## config.mk

```make
export PLATFORM = sky130hd
export DESIGN_NAME = alu_exec_controller
export DESIGN_NICKNAME = d
export VERILOG_FILES = /design/src/rtl/alu_exec_controller.sv
export SDC_FILE = /design/constraint.sdc
export NUM_CORES = 1
export LEC_CHECK = 0
export ABC_CLOCK_PERIOD_IN_PS = 3850
export BUFFER_PORTS_ARGS = -buffer_cell sky130_fd_sc_hd__buf_2
export CORE_UTILIZATION = 34
export CTS_BUF_LIST = sky130_fd_sc_hd__clkbuf_8
export DETAILED_ROUTE_END_ITERATION = 6
export GPL_ROUTABILITY_DRIVEN = 0
export PLACE_DENSITY = 0.63
export RECOVER_POWER = 50
export REMOVE_ABC_BUFFERS = 1
export SYNTH_ARGS = -nofsm -noshare
export SYNTH_HDL_FRONTEND = slang
export SYNTH_SLANG_ARGS = --single-unit
export TNS_END_PERCENT = 1
```

## constraint.sdc

```tcl
create_clock -name clk -period 3.85 [get_ports clk]
set_clock_uncertainty 0.2 [all_clocks]
set_input_delay 0.385 -clock clk [delete_from_list [all_inputs] [get_ports clk]]
set_output_delay 0.385 -clock clk [all_outputs]
set_load 0.01 [all_outputs]
```

## src/rtl/alu_exec_controller.sv

```systemverilog
`default_nettype none
`timescale 1ns/1ps
// ============================================================================
//  Module   : alu_exec_controller
//  Purpose  : Four-state sequencer (IDLE/READ/EXEC/WB) that drives the ALU and
//             register-file ports for one register/immediate instruction and
//             latches ALU flags into the 5-bit PSR {C, L, F, N, Z}.
//  Revision : 1.0 - initial release
// ============================================================================
module alu_exec_controller #(
   parameter int WIDTH_DATA    = 16,
   parameter int WIDTH_CONTROL = 4,
   parameter int WIDTH_ADDR    = 4
) (
   input  logic                     clk,
   input  logic                     reset,
   input  logic                     cmd_valid,
   output logic                     cmd_ready,
   input  logic [WIDTH_CONTROL-1:0] cmd_op,
   input  logic [WIDTH_ADDR-1:0]    cmd_rdest,
   input  logic [WIDTH_ADDR-1:0]    cmd_rsrc,
   input  logic [WIDTH_DATA-1:0]    cmd_imm,
   input  logic                     cmd_use_imm,
   input  logic                     cmd_use_carry,
   output logic [WIDTH_ADDR-1:0]    rf_raddr_a,
   output logic [WIDTH_ADDR-1:0]    rf_raddr_b,
   input  logic [WIDTH_DATA-1:0]    rf_rdata_a,
   input  logic [WIDTH_DATA-1:0]    rf_rdata_b,
   output logic                     rf_wen,
   output logic [WIDTH_ADDR-1:0]    rf_waddr,
   output logic [WIDTH_DATA-1:0]    rf_wdata,
   output logic [WIDTH_DATA-1:0]    alu_a,
   output logic [WIDTH_DATA-1:0]    alu_b,
   output logic [WIDTH_CONTROL-1:0] alu_control,
   output logic                     alu_carry_in,
   input  logic [WIDTH_DATA-1:0]    alu_result,
   input  logic                     alu_carry,
   input  logic                     alu_low,
   input  logic                     alu_over,
   input  logic                     alu_neg,
   input  logic                     alu_zero,
   output logic [4:0]               psr,
   output logic                     busy,
   output logic                     done,
   output logic                     err
);

   typedef enum logic [1:0] {
      S_IDLE = 2'd0,
      S_READ = 2'd1,
      S_EXEC = 2'd2,
      S_WB   = 2'd3
   } state_t;

   localparam logic [WIDTH_CONTROL-1:0] c_op_add  = WIDTH_CONTROL'(0);
   localparam logic [WIDTH_CONTROL-1:0] c_op_addu = WIDTH_CONTROL'(1);
   localparam logic [WIDTH_CONTROL-1:0] c_op_sub  = WIDTH_CONTROL'(2);
   localparam logic [WIDTH_CONTROL-1:0] c_op_subu = WIDTH_CONTROL'(3);
   localparam logic [WIDTH_CONTROL-1:0] c_op_cmp  = WIDTH_CONTROL'(4);
   localparam logic [WIDTH_CONTROL-1:0] c_op_lsh  = WIDTH_CONTROL'(8);

   // PSR bit positions inside {C, L, F, N, Z}
   localparam int c_psr_c = 4;
   localparam int c_psr_l = 3;
   localparam int c_psr_f = 2;
   localparam int c_psr_n = 1;
   localparam int c_psr_z = 0;

   state_t                     r_state;
   state_t                     w_state_next;
   logic [WIDTH_CONTROL-1:0]   r_op;
   logic [WIDTH_ADDR-1:0]      r_rdest;
   logic [WIDTH_ADDR-1:0]      r_rsrc;
   logic [WIDTH_DATA-1:0]      r_imm;
   logic                       r_use_imm;
   logic                       r_use_carry;
   logic [WIDTH_DATA-1:0]      r_result;
   logic [4:0]                 r_psr;
   logic [WIDTH_DATA-1:0]      r_alu_a;
   logic [WIDTH_DATA-1:0]      r_alu_b;
   logic [WIDTH_CONTROL-1:0]   r_alu_control;
   logic                       r_alu_carry_in;
   logic                       w_accept;
   logic                       w_op_legal;

   assign w_accept   = cmd_valid && (r_state == S_IDLE);
   assign w_op_legal = (r_op <= c_op_lsh);

   // Addresses and write data come straight from the captured command / result
   assign rf_raddr_a = r_rdest;
   assign rf_raddr_b = r_rsrc;
   assign rf_waddr   = r_rdest;
   assign rf_wdata   = r_result;
   assign psr        = r_psr;

   // State register
   always_ff @(posedge clk) begin
      if (reset) r_state <= S_IDLE;
      else       r_state <= w_state_next;
   end

   // Next-state and output decode; ALU ports show held values outside EXEC
   always_comb begin
      w_state_next = r_state;
      cmd_ready    = 1'b0;
      busy         = 1'b1;
      rf_wen       = 1'b0;
      done         = 1'b0;
      err          = 1'b0;
      alu_a        = r_alu_a;
      alu_b        = r_alu_b;
      alu_control  = r_alu_control;
      alu_carry_in = r_alu_carry_in;
      case (r_state)
         S_IDLE: begin
            cmd_ready = 1'b1;
            busy      = 1'b0;
            if (w_accept) w_state_next = S_READ;
         end
         S_READ: w_state_next = S_EXEC;
         S_EXEC: begin
            alu_a        = rf_rdata_a;
            alu_b        = r_use_imm ? r_imm : rf_rdata_b;
            alu_control  = r_op;
            alu_carry_in = r_use_carry & r_psr[c_psr_c];
            w_state_next = S_WB;
         end
         S_WB: begin
            rf_wen       = w_op_legal && (r_op != c_op_cmp);
            done         = 1'b1;
            err          = !w_op_legal;
            w_state_next = S_IDLE;
         end
         default: w_state_next = S_IDLE;
      endcase
   end

   // Command capture on handshake
   always_ff @(posedge clk) begin
      if (reset) begin
         r_op        <= '0;
         r_rdest     <= '0;
         r_rsrc      <= '0;
         r_imm       <= '0;
         r_use_imm   <= 1'b0;
         r_use_carry <= 1'b0;
      end else if (w_accept) begin
         r_op        <= cmd_op;
         r_rdest     <= cmd_rdest;
         r_rsrc      <= cmd_rsrc;
         r_imm       <= cmd_imm;
         r_use_imm   <= cmd_use_imm;
         r_use_carry <= cmd_use_carry;
      end
   end

   // Result register and ALU-port hold registers, loaded at the end of EXEC
   always_ff @(posedge clk) begin
      if (reset) begin
         r_result       <= '0;
         r_alu_a        <= '0;
         r_alu_b        <= '0;
         r_alu_control  <= '0;
         r_alu_carry_in <= 1'b0;
      end else if (r_state == S_EXEC) begin
         r_result       <= alu_result;
         r_alu_a        <= alu_a;
         r_alu_b        <= alu_b;
         r_alu_control  <= alu_control;
         r_alu_carry_in <= alu_carry_in;
      end
   end

   // PSR update at the end of EXEC; bits an op does not own keep their value
   always_ff @(posedge clk) begin
      if (reset) begin
         r_psr <= 5'b0;
      end else if ((r_state == S_EXEC) && w_op_legal) begin
         r_psr[c_psr_n] <= alu_neg;
         r_psr[c_psr_z] <= alu_zero;
         case (r_op)
            c_op_add, c_op_sub:   r_psr[c_psr_f] <= alu_over;
            c_op_addu, c_op_subu: r_psr[c_psr_c] <= alu_carry;
            c_op_cmp:             r_psr[c_psr_l] <= alu_low;
            default:              ;
         endcase
      end
   end

endmodule
`default_nettype wire

```

# [Word level (Yosys, flattened, before mapping)]
# Cells that the tools add are included.
[op_classes] magnitude_cmp=1 n_eq_ne=9 muxes=12 n_bitwise=1 reduce_logical=11
[op_table] operator="16-bit 2-to-1 mux" count=3
[op_table] operator="4-bit by 2-bit equality test with 1-bit output, second input constant" count=2
[op_table] operator="2-bit case mux with 4 select lines" count=1
[op_table] operator="1-bit 2-to-1 mux" count=6
[op_table] operator="2-bit AND reduction" count=3
[op_table] operator="2-bit equality test, second input constant" count=2
[op_table] operator="4-bit by 1-bit equality test with 1-bit output, second input constant" count=1
[op_table] operator="4-bit by 3-bit equality test with 1-bit output, second input constant" count=1
[op_table] operator="4-bit less-or-equal comparator, second input constant" count=1
[op_table] operator="4-bit zero test" count=1
[op_table] operator="4-bit 2-to-1 mux" count=1
[op_table] operator="4-bit by 3-bit inequality test with 1-bit output, second input constant" count=1
[op_table] operator="2-bit OR reduction" count=2
[op_table] operator="1-bit logical AND" count=3
[op_table] operator="2-bit by 1-bit equality test with 1-bit output, second input constant" count=1
[op_table] operator="2-bit zero test" count=1
[op_table] operator="2-bit 2-to-1 mux" count=1
[op_table] operator="2-bit inequality test, second input constant" count=1
[op_table] operator="1-bit AND" count=1
[op_table] operator="1-bit zero test" count=1
[word_totals] reg_bits=90 inputBits=86 word_cells=50

# [Logic depth before layout (Yosys ltp)]
[depth] word_depth=4 ltp_mapped=7

# [Least setup slack after synthesis]
# No wires, ideal clock.
[synth_timing] path_type="register to output" from="reg r_state[0]" to="out alu_carry_in" arrival_ps=1259 slack_ps=2006 stages_incl_launch_ff=6 path_cell_list="dfxtp_1 -> inv_1 -> ha_1 -> buf_2 -> buf_2 -> o21ai_0"
[synth_between] elab_chain_len=2
[synth_lines] element="start, declared" line="69" rtl="state_t r_state;"
[synth_lines] element="start signal, assigned" line="99" rtl="else r_state <= w_state_next;"
[synth_lines] element="2-bit equality test" line="114" rtl="case (r_state)"
[synth_lines] element="1-bit 2-to-1 mux" line="114"
[synth_lines] element="end, declared" line="35" rtl="output logic alu_carry_in,"
# No other way between the ends.

# [Worst setup path in the final report]
[layout_timing] from="reg r_state[0]" to="out alu_a[13]"
[layout_between] elab_chain_len=2
[layout_lines] element="2-bit equality test" line="114"
[layout_lines] element="16-bit 2-to-1 mux" line="114"
[layout_lines] element="end, declared" line="32" rtl="output logic [WIDTH_DATA-1:0] alu_a,"
# No other way between the ends.

==> flow_metrics.tcl <==
set metrics [dict create \
    min_to "r_imm[8]" \
    path_class "reg -> out" \
    ys_ff_latch 90 \
    p_int_uw 1970 \
    p_leak_uw 0.00197 \
    rsz0062_at_grt "false" \
    synth_edf_count 0 \
    die_x_um 104 \
    r2r_start "r_state[0]" \
    dieArea_um2 10900 \
    hold_buffers 0 \
    hold_depth 3 \
    pwr-share-seq 0.403 \
    synth_cell_type_count 26 \
    hp-start "cmd_imm[8]" \
    first_pass_iters 4 \
    grt_usage 0.158 \
    yosysWarnings 0 \
    synth_cells 387 \
    synth_top_family_by_area "simple AND/OR/NAND/NOR gates" \
    reg2reg_slack_ps 1590 \
    holdWs_ps 61.6 \
    min_path_type "in -> reg" \
    yosys.area_share.adder 0.0105 \
    cts_resized 0 \
    synthSimpleGateAreaFrac 0.197 \
    end_kind "output port" \
    setup.worst_path.start_class "flop" \
    cts.clk_slew.worst_paths_ps 90 \
    slew_viol_final 0 \
    drt_wl_total_um 8330 \
    crit_required_ps 3260 \
    yosysTopAreaCell "dfxtp_1" \
    core_um2 10200 \
    hold_viol_final 0 \
    slew_headroom 0.194 \
    antenna_found_initial 0 \
    synth_mux_area_frac 0.164 \
    slowest_delay_ps 730 \
    cp_max_fo 75 \
    first_global_vias 2979 \
    post-route-drc-count 0 \
    grt_start_max_net_pins 76 \
    drive_above_1_share 0.307 \
    synth_compound_area_frac 0.0781 \
    finalSetupViolations 0 \
    ys_seq_area_frac 0.505 \
    fin_crit_sh 0.725 \
    routedWlPerCell_um 12.4 \
    synth_top_area_share 0.505 \
    cts_tree "built" \
    cts_made_buffers 9 \
    slowest_stage "ha_4" \
    fin_total_pwr_uw 3080 \
    synth_area_um2 3570 \
    outcome "complete, no violations" \
    worst_pin_slew_ps 1210 \
    switching_share 0.362 \
    fmax_mhz 358 \
    drtIter0Drc 104 \
    cts_htree_levels 3 \
    cts_root_buf "clkbuf_8" \
    ctsLongestPathBuffers 2 \
    num_rows 37 \
    vias 3064 \
    grt_overflow 0 \
    routed_via_density 4.57 \
    insertedDiodeCount 0 \
    cp_cell_sequence "inv_1 -> ha_4 -> mux2_2 -> buf_2" \
    dp_hpwl_um 5550 \
    stdcell_count 671 \
    io_pins 161 \
    ys.flop_type "dfxtp_1" \
    synth-xor-area-share 0 \
    switchingPower_uw 1120 \
    reg2reg_to "rf_raddr_a[1]" \
    start_util 0.349 \
    area_growth_pct 27.8 \
    synthArstFlopShare 0 \
    p_per_area_nw_per_um2 676 \
    combPwrFrac 0.399 \
    die_y_um 104 \
    clock_sinks 90 \
    peakVddDrop_mv 0.369 \
    fin_crit_ps 2790 \
    numPortBuffers 160 \
    worst_ep_arrival_time_ps 2210 \
    cts_setup_buffers 0 \
    nets 619 \
    ff2ff_path_depth 5 \
    clk-insertion-delay-late_ps 350 \
    max_cap_violations 0 \
    synthTopCellsByArea "dfxtp_1 50%, mux2i_1 10%, a21oi_1 6.7%, nor2b_1 6.5%, nand2_1 6.4%" \
    pwr-share-clk 0.198 \
    ant_nets 0 \
    dp.cells 655 \
    fin_setup_tns_ps 0 \
    syn_avg_cell_area_um2 9.23 \
    grt_pass1_wl_um 13700 \
]
## worst max-delay path, delay by kind of cell, from the launching register on
family / cells / cell delay, ps
fa+ha+maj: 1 / 730
buf+inv: 2 / 260
flops: 1 / 330
mux: 1 / 420
## metal layers
layer,vias to the layer above,routed length (um),track usage
met5,-,0,0
met4,0,178,0.0796
met3,13,610,0.0439
met2,111,3910,0.260
met1,1394,3630,0.187
li1,1546,-,-
## cell families after synthesis
logic type / count (synthesis)
AO/OA/AOI/OAI: 54
adder cells (fa/ha/maj): 3
buffers and inverters: 35
flip-flops: 90
multiplexers: 56
AND/OR/NAND/NOR: 149
## cell usage in the layout, fill, tap and decap left out, types with 2 or more instances in the layout
cell type / n
nand2b_1: 5
inv_1: 5
clkbuf_8: 12
buf_2: 122
nor2_1: 36
clkbuf_1: 38
mux2_2: 20
buf_4: 2
dfxtp_1: 90
a21oi_1: 48
or3_1: 2
ha_1: 2
clkinvlp_4: 2
nor2b_1: 37
clkinv_2: 2
nand2_1: 61
mux2i_1: 36
o21ai_0: 4
## synthesized netlist by cell type (2+ instances only)
cell type	instances
inv_1	5
nand2b_1	5
a21oi_1	48
mux2i_1	36
dfxtp_1	90
clkbuf_1	14
nor2_1	36
or3_1	2
nand2_1	61
ha_1	3
mux2_2	20
buf_4	6
nor2b_1	37
o21ai_0	4
buf_2	9
## stage by stage
step	utilization	worst slack, ps	instance area [um2]
floorplan	-	651	3420
global placement	0.432	1490	4420
detailed placement	0.432	1440	4420
CTS	0.451	1040	4610
global route	0.446	913	4560
finish	0.446	1060	4560
## flip-flops by register name, summed over array words and instances (netlist names)
register / count
r_alu_a: 16
r_alu_b: 16
r_imm: 16
rf_wdata: 16
psr: 5
r_alu_control: 4
r_op: 4
rf_raddr_a: 4
rf_raddr_b: 4
r_state: 2
r_alu_carry_in: 1
r_use_carry: 1
r_use_imm: 1
## power groups by stage
| stage | logic (uW) | clock network, uW | registers, uW |
|---|---|---|---|
| 4_1_cts | 1280 | 639 | 1240 |
| 3_3_place_gp | 1240 | 0 | 1250 |
| 5_1_grt | 1380 | 680 | 1270 |
| 2_1_floorplan | 796 | 0 | 1270 |
| 6_report | 1230 | 609 | 1240 |
| 3_5_place_dp | 1270 | 0 | 1260 |
## worst max path at each step
stage	start	endpoint	slack [ps]	cells past startpoint
5_1_grt	r_state[0]	alu_b[10]	910	5
3_3_place_gp	r_state[0]	alu_a[5]	1490	4
4_1_cts	r_state[0]	alu_a[3]	1040	4
3_5_place_dp	r_state[0]	alu_a[3]	1440	4
2_1_floorplan	r_state[0]	r_alu_carry_in	650	4
6_report	r_state[0]	alu_a[13]	1060	4
## layout make-up
| cell class | instances | area, um2 |
|---|---|---|
| fillers | 1040 | 5670 |
| flip-flops and latches | 90 | 1800 |
| multi-input cells | 262 | 1610 |
| repair buffers | 162 | 768 |
| well taps | 136 | 170 |
| clock buffers | 12 | 165 |
| clock inverters | 4 | 25.0 |
| inverters | 5 | 18.8 |
Note: power is estimated with default switching activity, not from simulation.
